--- src/rtl/capture_sequencer.sv ---
// Logic-analyser capture controller: SPI command parser, sample divider, pattern
// trigger, sample RAM writer and buffer readout through the SPI transmit register.
module capture_sequencer #(
   parameter int ADDR_W = 9,
   parameter int DIV_W  = 16
) (
   input  logic              CLK,
   input  logic              reset,
   input  logic [7:0]        pin_values,
   input  logic [7:0]        rx_byte,
   input  logic              rx_valid,
   input  logic              tx_ready,
   output logic [7:0]        tx_byte,
   output logic              tx_load,
   output logic              mem_we,
   output logic [ADDR_W-1:0] mem_waddr,
   output logic [7:0]        mem_wdata,
   output logic [ADDR_W-1:0] mem_raddr,
   input  logic [7:0]        mem_rdata,
   output logic              busy
);

   localparam logic [7:0] OP_SET_DIV  = 8'h01;
   localparam logic [7:0] OP_SET_TRIG = 8'h02;
   localparam logic [7:0] OP_ARM      = 8'h03;
   localparam logic [7:0] OP_READ     = 8'h04;
   localparam logic [7:0] OP_STATUS   = 8'h05;
   localparam logic [7:0] OP_ABORT    = 8'h06;
   localparam logic [ADDR_W-1:0] LAST_ADDR = '1;

   typedef enum logic [2:0] {S_IDLE, S_ARMED, S_CAPTURE, S_DONE, S_READOUT} state_t;
   typedef enum logic [1:0] {P_OPC, P_ARG1, P_ARG2} pstate_t;
   typedef enum logic [1:0] {R_ADDR, R_WAIT, R_LATCH, R_SEND} rphase_t;

   state_t            state, state_n;
   pstate_t           pstate, pstate_n;
   rphase_t           rphase;
   logic [7:0]        sync1, sample;
   logic [7:0]        opcode, arg1;
   logic [DIV_W-1:0]  div, div_cnt;
   logic [7:0]        mask, value;
   logic [ADDR_W-1:0] waddr, rd_addr;
   logic [7:0]        rd_data, status_byte;
   logic              triggered, status_pend, load_q;

   logic opc_valid, cmd_arm, cmd_read, cmd_status, cmd_abort, cmd_set_div, cmd_set_trig;
   logic cfg_ok, running, tick, trig_hit, cap_last, ro_send, ro_last;

   // In READOUT only STATUS and ABORT reach the parser; everything else is dropped.
   assign opc_valid    = rx_valid && (pstate == P_OPC) &&
                         (state != S_READOUT || rx_byte == OP_STATUS || rx_byte == OP_ABORT);
   assign cmd_arm      = opc_valid && (rx_byte == OP_ARM);
   assign cmd_read     = opc_valid && (rx_byte == OP_READ);
   assign cmd_status   = opc_valid && (rx_byte == OP_STATUS);
   assign cmd_abort    = opc_valid && (rx_byte == OP_ABORT);
   assign cmd_set_div  = rx_valid && (pstate == P_ARG2) && (opcode == OP_SET_DIV);
   assign cmd_set_trig = rx_valid && (pstate == P_ARG2) && (opcode == OP_SET_TRIG);
   assign cfg_ok       = (state == S_IDLE) || (state == S_DONE);

   assign running  = (state == S_ARMED) || (state == S_CAPTURE);
   assign tick     = running && (div_cnt == div);
   assign trig_hit = tick && (state == S_ARMED) && ((sample & mask) == (value & mask));
   assign cap_last = tick && (state == S_CAPTURE) && (waddr == LAST_ADDR);

   // A queued STATUS byte always goes ahead of the pending sample byte.
   assign tx_load = tx_ready && !load_q &&
                    (status_pend || (state == S_READOUT && rphase == R_SEND));
   assign ro_send = tx_load && !status_pend;
   assign ro_last = ro_send && (rd_addr == LAST_ADDR);
   assign tx_byte = status_pend ? status_byte : rd_data;
   assign mem_raddr = rd_addr;

   always_comb begin
      pstate_n = pstate;
      state_n  = state;
      case (pstate)
         P_OPC:   if (opc_valid && (rx_byte == OP_SET_DIV || rx_byte == OP_SET_TRIG))
                     pstate_n = P_ARG1;
         P_ARG1:  if (rx_valid) pstate_n = P_ARG2;
         P_ARG2:  if (rx_valid) pstate_n = P_OPC;
         default: pstate_n = P_OPC;
      endcase
      // Tick-driven transitions first, then the received command overrides.
      case (state)
         S_IDLE:    if (cmd_arm) state_n = S_ARMED;
         S_ARMED: begin
            if (trig_hit)       state_n = S_CAPTURE;
            if (cmd_abort)      state_n = S_IDLE;
            else if (cmd_arm)   state_n = S_ARMED;
         end
         S_CAPTURE: begin
            if (cap_last)       state_n = S_DONE;
            if (cmd_abort)      state_n = S_IDLE;
            else if (cmd_arm)   state_n = S_ARMED;
         end
         S_DONE: begin
            if (cmd_arm)        state_n = S_ARMED;
            else if (cmd_read)  state_n = S_READOUT;
         end
         S_READOUT: if (ro_last || cmd_abort) state_n = S_DONE;
         default:   state_n = S_IDLE;
      endcase
   end

   always_ff @(posedge CLK) begin
      if (reset) begin
         state  <= S_IDLE;
         pstate <= P_OPC;
         busy   <= 1'b0;
      end else begin
         state  <= state_n;
         pstate <= pstate_n;
         busy   <= (state_n == S_ARMED) || (state_n == S_CAPTURE) || (state_n == S_READOUT);
      end
   end

   always_ff @(posedge CLK) begin
      if (reset) begin
         sync1       <= '0;
         sample      <= '0;
         opcode      <= '0;
         arg1        <= '0;
         div         <= '0;
         div_cnt     <= '0;
         mask        <= '0;
         value       <= '0;
         waddr       <= '0;
         triggered   <= 1'b0;
         mem_we      <= 1'b0;
         mem_waddr   <= '0;
         mem_wdata   <= '0;
         rd_addr     <= '0;
         rd_data     <= '0;
         rphase      <= R_ADDR;
         status_byte <= '0;
         status_pend <= 1'b0;
         load_q      <= 1'b0;
      end else begin
         sync1  <= pin_values;
         sample <= sync1;

         if (opc_valid) opcode <= rx_byte;
         if (rx_valid && pstate == P_ARG1) arg1 <= rx_byte;
         if (cmd_set_div && cfg_ok) div <= DIV_W'({arg1, rx_byte});
         if (cmd_set_trig && cfg_ok) begin
            mask  <= arg1;
            value <= rx_byte;
         end

         mem_we <= tick && (trig_hit || state == S_CAPTURE);
         if (tick) begin
            mem_waddr <= trig_hit ? '0 : waddr;
            mem_wdata <= sample;
         end
         if (tick)         div_cnt <= '0;
         else if (running) div_cnt <= div_cnt + 1'b1;
         else              div_cnt <= '0;
         if (trig_hit) begin
            waddr     <= ADDR_W'(1);
            triggered <= 1'b1;
         end else if (tick && state == S_CAPTURE) begin
            waddr <= waddr + 1'b1;
         end
         // ARM restarts the sequence even when it lands on a tick.
         if (cmd_arm) begin
            div_cnt   <= '0;
            waddr     <= '0;
            triggered <= 1'b0;
         end

         if (state == S_DONE && cmd_read) begin
            rd_addr <= '0;
            rphase  <= R_ADDR;
         end else if (state == S_READOUT) begin
            case (rphase)
               R_ADDR:  rphase <= R_WAIT;
               R_WAIT:  rphase <= R_LATCH;
               R_LATCH: begin
                  rd_data <= mem_rdata;
                  rphase  <= R_SEND;
               end
               default: if (ro_send) begin
                  rd_addr <= rd_addr + 1'b1;
                  rphase  <= R_ADDR;
               end
            endcase
         end

         if (cmd_status) begin
            status_pend <= 1'b1;
            status_byte <= {triggered, 3'b000, state == S_READOUT, state == S_DONE,
                            state == S_CAPTURE, state == S_ARMED};
         end else if (tx_load && status_pend) begin
            status_pend <= 1'b0;
         end
         load_q <= tx_load;
      end
   end

endmodule

--- config.mk ---
export PLATFORM = sky130hd
export DESIGN_NAME = capture_sequencer
export DESIGN_NICKNAME = d
export VERILOG_FILES = /design/src/rtl/capture_sequencer.sv
export SDC_FILE = /design/constraint.sdc
export NUM_CORES = 1
export LEC_CHECK = 0
export CORE_MARGIN = 2
export CORE_UTILIZATION = 45
export CTS_BUF_LIST = sky130_fd_sc_hd__clkbuf_4 sky130_fd_sc_hd__clkbuf_8 sky130_fd_sc_hd__clkbuf_16
export DETAILED_ROUTE_END_ITERATION = 12
export PLACE_DENSITY = 0.77
export SYNTH_ARGS = -nofsm -noshare
export SYNTH_HDL_FRONTEND = slang
export SYNTH_SLANG_ARGS = --single-unit
--- constraint.sdc ---
create_clock -name CLK -period 2.21 [get_ports CLK]
set_input_delay 0.3315 -clock CLK [delete_from_list [all_inputs] [get_ports CLK]]
set_output_delay 0.3315 -clock CLK [all_outputs]
set_load 0.01 [all_outputs]
After elaboration in Yosys (flattened, before gate mapping). Index checks and enable logic that the tools add are counted.

Output and inout port bits: 37. Word-level logic and storage cells: 135. Bits of input ports: 28. Flip-flop bits (word level): 140.

$add $sub $neg: 3. Equality and inequality tests: 28. Bitwise gates (word level): 5. Reductions and logical operators: 53. Muxes and demuxes: 23.

Operators by type and width (number): $mux W3 (10); $logic_and A1 B1 Y1 (26); $eq A8 B2 Y1 const B (3); $eq A8 B3 Y1 const B (3); $add A9 B1 Y9 const B (2); $eq A9 B9 Y1 const B (2); $add A16 B1 Y16 const B (1); $and A8 B8 Y8 (2); $eq A16 B16 Y1 (1); $eq A8 B1 Y1 const B (2); $pmux W3 S5 (1); $pmux W2 S3 (2); $logic_or A1 B1 Y1 (10); $eq A3 B2 Y1 const B (3); $mux W9 (1); $reduce_and A3 Y1 (3); $eq A8 B8 Y1 (1); $mux W2 (4); $mux W8 (1); $eq A2 B2 Y1 const B (3); $eq A3 B1 Y1 const B (2); $eq A3 B3 Y1 const B (2); $reduce_or A3 Y1 (2); $eq A2 B1 Y1 const B (2); 13 further kinds (23).

Logic depth before layout (Yosys ltp). Gate-level depths: netlist of the first run.

Depth in word-level cells: 12. Gate-level depth with buffers: 10. Depth with buffers taken out: 10.

Worst setup path before layout of the first run. OpenSTA, ideal clock, no wires.

Path type: flip-flop to flip-flop. Start: register div_cnt[7]. End: register busy. Setup time: 116 ps. Cell stages (with the launch flop): 9. Required time: 2094 ps. Data arrival time: 2219 ps. Clock period less this slack: 2335 ps. Path slack: -125 ps. Path buffers: 1. Cells stage by stage: dfxtp_1 clkbuf_1 xor2_1 nor4_1 nand3_1 nor4_2 o221ai_1 or4b_1 o211a_1.

Word-level cells in the longest chain between the ends: 11. Elaborated cells on any way between the ends: 18. Those cells by class: eq/ne: 4; mux: 7; reduce/logical: 7.

Ends and longest elaborated chain: from (decl) (RTL line 40) `logic [DIV_W-1:0] div, div_cnt;`; from (signal assigned) (RTL line 156) `else if (running) div_cnt <= div_cnt + 1'b1;`; $eq A16 B16 Y1 (*) (RTL line 61) `assign tick = running && (div_cnt == div);`; $logic_and A1 B1 Y1 (*) (RTL line 61); $logic_and A1 B1 Y1 (on tied branches) (2 in series) (RTL line 63, 62); $mux W3 (on tied branches) (RTL line 92, 87); $mux W3 (on tied branches) (RTL line 94, 89); $mux W3 (on tied branches) (RTL line 93, 88); $pmux W3 S5 (*) (RTL line 84) `case (state)`; $eq A3 B1 Y1 or $eq A3 B2 Y1 (tied branches) (RTL line 113) `busy <= (state_n == S_ARMED) || (state_n == S_CAPTURE) || (state_n == S_READOUT);`; $logic_or A1 B1 Y1 (RTL line 113); $logic_or A1 B1 Y1 (*) (RTL line 113); to (signal assigned) (RTL line 113); to (decl) (RTL line 20) `output logic busy`.

Mark *: on every way between the ends. The rest lies on a longest branch, timed or not. A chain may end at the register's enable or synchronous reset.

Worst setup path in the final report of the first run.
Start: register pstate[1]. End: register busy.

Word-level cells in the longest chain between the ends: 10. Elaborated cells on any way between the ends: 21. Those cells by class: eq/ne: 3; mux: 9; reduce/logical: 9.

Ends and longest elaborated chain: from (decl) (RTL line 36) `pstate_t pstate, pstate_n;`; from (signal assigned) (RTL line 112) `pstate <= pstate_n;`; $logic_not A2 Y1 (*) (RTL line 50) `assign opc_valid = rx_valid && (pstate == P_OPC) &&`; $logic_and A1 B1 Y1 (*) (2 in series) (RTL line 50); $logic_and A1 B1 Y1 (on tied branches) (RTL line 53, 52, 55); $mux W3, or another cell as far along (RTL line 98) `else if (cmd_read) state_n = S_READOUT;`; $mux W3 (on tied branches); $pmux W3 S5 (*) (RTL line 84); $eq A3 B1 Y1 or $eq A3 B2 Y1 (tied branches) (RTL line 113); $logic_or A1 B1 Y1 (RTL line 113); $logic_or A1 B1 Y1 (*) (RTL line 113).

Marked as above.

==> qor.yml, run 1 <==
timing:
  setup_violations: 1
  hold_viol: 0
  rsz0062_at_grt: "true"
  maxSlewViolCount: 0
  skew_ns: 0.00660
  fin_crit_sh: 1.03
  tns_ns: -0.0656
  period_minus_slack_ns: 2.28
  relSlewSlack: 0.574
  fmax_ghz: 0.439
  whs_ns: 0.284
  worst_pin_slew_ns: 0.637
  timing.final.ws_setup_ns: -0.0656
clock_tree:
  cts_made_buffers: 17
  clock_sinks: 140
  cts_buffer_depth: 2
  cts_hold_buffers: 0
  htreeDepth: 4
  clkTransAtPathRegs_ns: 0.06
  cts_tree: "done"
  clock-root-buffer: "clkbuf_16"
  clock_latency_ns: 0.42
yosys:
  ys_warn_count: 0
  synth_top_area_cell: "dfxtp_1"
  synthTopCellsByArea: "dfxtp_1, mux2i_1, nor2_1"
  synthTopCellsByCount: "dfxtp_1, nor2_1, mux2i_1"
  yosysMostFrequentCell: "dfxtp_1"
  ys_types: 45
  synth.top_cell.area_share: 0.479
  synthesis.nets: 668
  synth_seq_area_share: 0.479
  ys_async_sr_fraction: 0
  syn_area_um2: 5850
  ys_ff_latch: 140
  synth_edf_count: 0
  syn_inst: 631
  synthFlopType: "dfxtp_1"
  avgSynthCellArea_um2: 9.27
worst_setup_path:
  start_kind: "flip-flop"
  cp_max_fo: 2
  crit_required_ns: 2.53
  arrival_ns: 2.59
  crit_type: "reg -> reg"
  cp-end-kind: "flip-flop"
cells_and_area:
  nNetsFinal: 802
  diodes: 0
  drive_above_1_share: 0.203
  syn_to_final_growth_pct: 36.0
  fill_cells: 999
routing:
  vias_per_cell: 5.06
  wl_met3_um: 487
  drt_iter0_drc: 289
  wl_met2_um: 6860
  wl_um: 13800
  drtAntennaViolNets: 0
  routed.top_layer: "met4"
  drc: 0
  via_count: 4806
  wl_met1_um: 6180
  post_drt_wl_per_cell_um: 14.5
  drt_first_pass_iters: 4
global_route:
  grt_max_degree: 61
  grt_pass1_wl_um: 23700
  globalRouteOverflowTotal: 0
  antenna_found_initial: 0
  gr-usage-all-layers: 0.212
  first_global_vias: 4944
status:
  status: "finished with violations"
  violations: "setup timing"
die:
  die-width_um: 118
  fp.coreArea_um2: 12700
  num_rows: 41
  io_pins: 65
  die-area_um2: 13900
  initial_utilization: 0.462
  die_y_um: 118
placement:
  gp_congestion: 0.891
  hpwlAfterDp_um: 9750
  place_ws_ns: -0.709
  io_buffers: 64
pwr:
  peakVddDrop_v: 0.000601
  power_density_nw_per_um2: 723
  power_leakage_nw: 3.33
run:
  cap_violations: 0
worst_hold_path:
  min_path_type: "in -> reg"
final cells by class:
cell class	count	area [µm²]	area share
Sequential cell	140	2810	0.353
Timing Repair Buffer	145	1260	0.158
Tap cell	172	215	0.0271
Clock inverter	11	169	0.0212
Inverter	7	26.3	0.00330
Clock buffer	20	454	0.0571
Multi-Input combinational cell	454	3020	0.380
placed cells by master (no fill, tap or decap), drive strengths merged, types with 9 or more instances in the layout:
cell | synthesis | layout
clkbuf | 24 | 22
mux2i | 63 | 63
dfxtp | 140 | 140
ha | 9 | 9
nor2b | 24 | 24
a22oi | 11 | 11
a21oi | 21 | 21
buf | 6 | 82
clkdlybuf4s50 | 0 | 56
nand4 | 15 | 15
nand3 | 11 | 11
and3 | 9 | 9
nor2 | 129 | 129
nand2 | 43 | 43
xor2 | 43 | 43
nor4 | 11 | 11
final timing paths:
path / start / endpoint / slack [ns] / cells past startpoint
hold / removal: reset / busy / 0.28 / 3
setup reg to reg: pstate[1] / busy / -0.07 / 6
setup / recovery: pstate[1] / busy / -0.07 / 6
hold reg to reg: sync1[3] / sample[3] / 0.44 / 1
power by group:
group          total, mW  internal [mW]  switching (mW)
sequential          2.56           2.55          0.0124
clock               2.99           1.93            1.06
combinational      0.197         0.0955           0.101
state kept, by name, indices dropped and copies added (netlist names), 9 cells and up:
signal	cells
waddr	9
div	16
div_cnt	16
mem_waddr	9
mem_raddr	9
repair_timing:
action | 4_1_cts | 5_1_grt
setup buffers | 3 | 4
endpoints found under the hold margin | 0 | 0
gates resized for setup | 20 | 20
pin swaps | 8 | 8
endpoints found under the setup margin | 19 | 4
metal layers:
layer	vias up	track usage
met5	-	0
met1	2280	0.257
met4	0	0.0851
met3	25	0.0523
li1	2403	-
met2	98	0.359
kinds of logic after synthesis:
logic type      after synthesis  share of synthesized area
buf+inv                      37                     0.0246
fa+ha+maj                     9                     0.0193
compound gates               49                     0.0533
simple gates                276                      0.228
flops                       140                      0.479
mux                          69                      0.119
xor+xnor                     51                     0.0764
through the flow:
step                      instances  total power, mW  area [µm²]   util
after global routing            949             5.93        7960  0.628
after global placement          911             2.80        7180  0.567
after CTS                       945             5.80        7870  0.621
after floorplan                 631             2.69        5860      -
final                           949             5.75        7960  0.628
after detailed placement        911             2.81        7180  0.567
critical path, stage by stage (launching register included):
cell	delay, ns
dfxtp_2	0.32
or3b_4	0.39
o41a_1	0.33
buf_4	0.14
or2_2	0.30
or4b_4	0.54
o211a_1	0.14
No activity file was read; power rests on OpenSTA's default activity.
==> run 2, diff against run 1 <==
DONT_BUFFER_PORTS = 1   (was unset)
PLACE_DENSITY = 0.7   (was 0.77)
==> run 2 against run 1 <==
Compared with the run above: the flow still finishes with violations (setup timing); critical path type unchanged; clock power fell by 10%; clock skew grew 0.0021 ns; highest routed layer unchanged; critical path depth rose by 1.
==> qor.yml, run 2 (synthesis gave the netlist of run 1 again) <==
routing:
  via_count: 4446  # -7.5%
  drt_first_pass_iters: 4  # unchanged
  drt_iter0_drc: 338  # +17%
  post_drt_wl_per_cell_um: 14.9  # +2.3%
  drtAntennaViolNets: 0  # unchanged
  wl_met2_um: 6250  # -8.8%
  wl_met1_um: 5660  # -8.5%
  routed.top_layer: "met4"
  drc: 0  # unchanged
  wl_um: 12900  # -6.4%
  vias_per_cell: 5.12  # +1.1%
  wl_met3_um: 623  # +28%
timing:
  maxSlewViolCount: 0  # unchanged
  worst_pin_slew_ns: 0.630  # -0.00701 ns
  rsz0062_at_grt: "true"
  whs_ns: 0.0359  # -0.248 ns
  setup_violations: 1  # unchanged
  period_minus_slack_ns: 2.21  # -0.0616 ns
  fmax_ghz: 0.452  # +2.8%
  fin_crit_sh: 1.00  # -0.0279
  hold_viol: 0  # unchanged
  tns_ns: -0.00402  # +0.0616 ns
  relSlewSlack: 0.579  # +0.00469
  skew_ns: 0.00868  # +0.00208 ns
  timing.final.ws_setup_ns: -0.00402  # +0.0616 ns
global_route:
  grt_max_degree: 99  # +62%
  grt_pass1_wl_um: 21800  # -7.9%
  globalRouteOverflowTotal: 0  # unchanged
  antenna_found_initial: 0  # unchanged
  first_global_vias: 4496  # -9.1%
  gr-usage-all-layers: 0.196  # -0.0154
die:
  io_pins: 65  # unchanged
  initial_utilization: 0.462  # unchanged
  die-width_um: 118  # unchanged
  die_y_um: 118  # unchanged
  die-area_um2: 13900  # unchanged
  fp.coreArea_um2: 12700  # unchanged
  num_rows: 41  # unchanged
status:
  status: "finished with violations"
  violations: "setup timing"
worst_setup_path:
  worstPathBufferInverterCount: 0  # -1
  cpLargestDelayFamily: "simple AND/OR/NAND/NOR gates"
  crit_type: "reg -> reg"
  arrival_ns: 2.53  # -0.06 ns
  crit_required_ns: 2.52  # about the same
  r2r_slack_ns: -0.004  # +0.06 ns
  path_cells: "xor2_1 > a22oi_1 > nand2_1 > nor4_4 > o221ai_2 > or4b_1 > o211a_1"
  cp_max_fo: 2  # unchanged
  crit_slowest_cell: "or4b_1"
  max_stage_delay_ns: 0.53  # about the same
  cp-end-kind: "flip-flop"
  start_kind: "flip-flop"
placement:
  dpl_cell_area_um2: 6460  # -10%
  hpwlAfterDp_um: 9180  # -5.8%
  io_buffers: 0  # -100%
  gp_congestion: 0.873  # -2.0%
clock_tree:
  clkTransAtPathRegs_ns: 0.06  # about the same
  htreeDepth: 4  # unchanged
  clock_latency_ns: 0.43  # about the same
  clock-root-buffer: "clkbuf_16"
  cts_made_buffers: 17  # unchanged
  cts_tree: "done"
  cts_buffer_depth: 2  # unchanged
  clock_sinks: 140  # unchanged
cells_and_area:
  diodes: 0  # unchanged
  drive_above_1_share: 0.181  # -0.0223
  regArea_um2: 2810  # -0.13%
  syn_to_final_growth_pct: 22.2
  nNetsFinal: 721  # -10%
  fin_util: 0.564  # -0.0640
  multiInputGateArea_um2: 2980  # -1.4%
  fill_cells: 1094  # +9.5%
  reg_top3: "div (16), div_cnt (16)"
  layout_common_cells: "dfxtp_1, nor2_1, mux2i_1, buf_4"
  design_area_um2: 7140  # -10%
  final_common_cell: "dfxtp_1"
pwr:
  peakVddDrop_v: 0.000618  # +2.9%
  power_density_nw_per_um2: 750  # +3.7%
  power_mw: 5.36  # -6.8%
  power_leakage_nw: 2.98  # -11%
worst_hold_path:
  min_path_type: "in -> reg"
run:
  cap_violations: 0  # unchanged
run 2: changes by cell type in the layout (fill, tap and decap cells not counted), sizes merged, moves of 2 or more:
| cell | delta |
|---|---|
| inv | +4 |
| clkbuf | -5 |
| bufinv | -3 |
| buf | -19 |
| clkinvlp | -2 |
| dlygate4sd2 | -4 |
| clkdlybuf4s50 | -56 |
| clkinv | +4 |
run 2: what timing repair did:
item                                   CTS  global route
pin swaps                               12             2
setup endpoints to repair                1            44
hold buffers                             2             0
endpoints found under the hold margin   98             0
buffers inserted                         3             0
gates resized for setup                 10             7
run 2: worst reg2reg max path: cells and delay by family, from the launching register on:
| family | cells | cell delay, ns |
|---|---|---|
| compound gates | 3 | 0.55 |
| xor+xnor | 1 | 0.17 |
| flops | 1 | 0.32 |
| simple gates | 3 | 1.07 |
run 2: metrics by stage:
stage	worst slack, ns	cells
2_1_floorplan	-0.115	631
6_report	-0.00402	868
3_5_place_dp	-0.105	832
4_1_cts	-0.00125	868
5_1_grt	-0.0900	868
3_3_place_gp	-0.0831	832
run 2: metal layers:
layer / up-vias / GRT usage
li1: 2246 / -
met1: 2081 / 0.235
met2: 93 / 0.320
met3: 26 / 0.0577
met4: 0 / 0.0979
met5: - / 0
run 2: power breakdown:
| group | switching, mW | internal (mW) |
|---|---|---|
| clock | 1.13 | 1.56 |
| sequential | 0.0115 | 2.55 |
| combinational | 0.0633 | 0.0484 |
| total | 1.20 | 4.15 |
run 2: cell type report:
type	instances	share of cell area
clock buffers	17	0.0595
inverters	7	0.00368
repair buffers	64	0.0774
clock inverters	14	0.0193
multi-input cells	454	0.417
well taps	172	0.0301
flip-flops and latches	140	0.393
run 2: path summary, 6_finish.rpt:
check / cells past startpoint / end / startpoint
hold / removal: 1 / sync1[6] / pin_values[6]
setup / recovery: 7 / busy / value[4]
setup reg to reg: 7 / busy / value[4]
hold reg to reg: 1 / sample[6] / sync1[6]
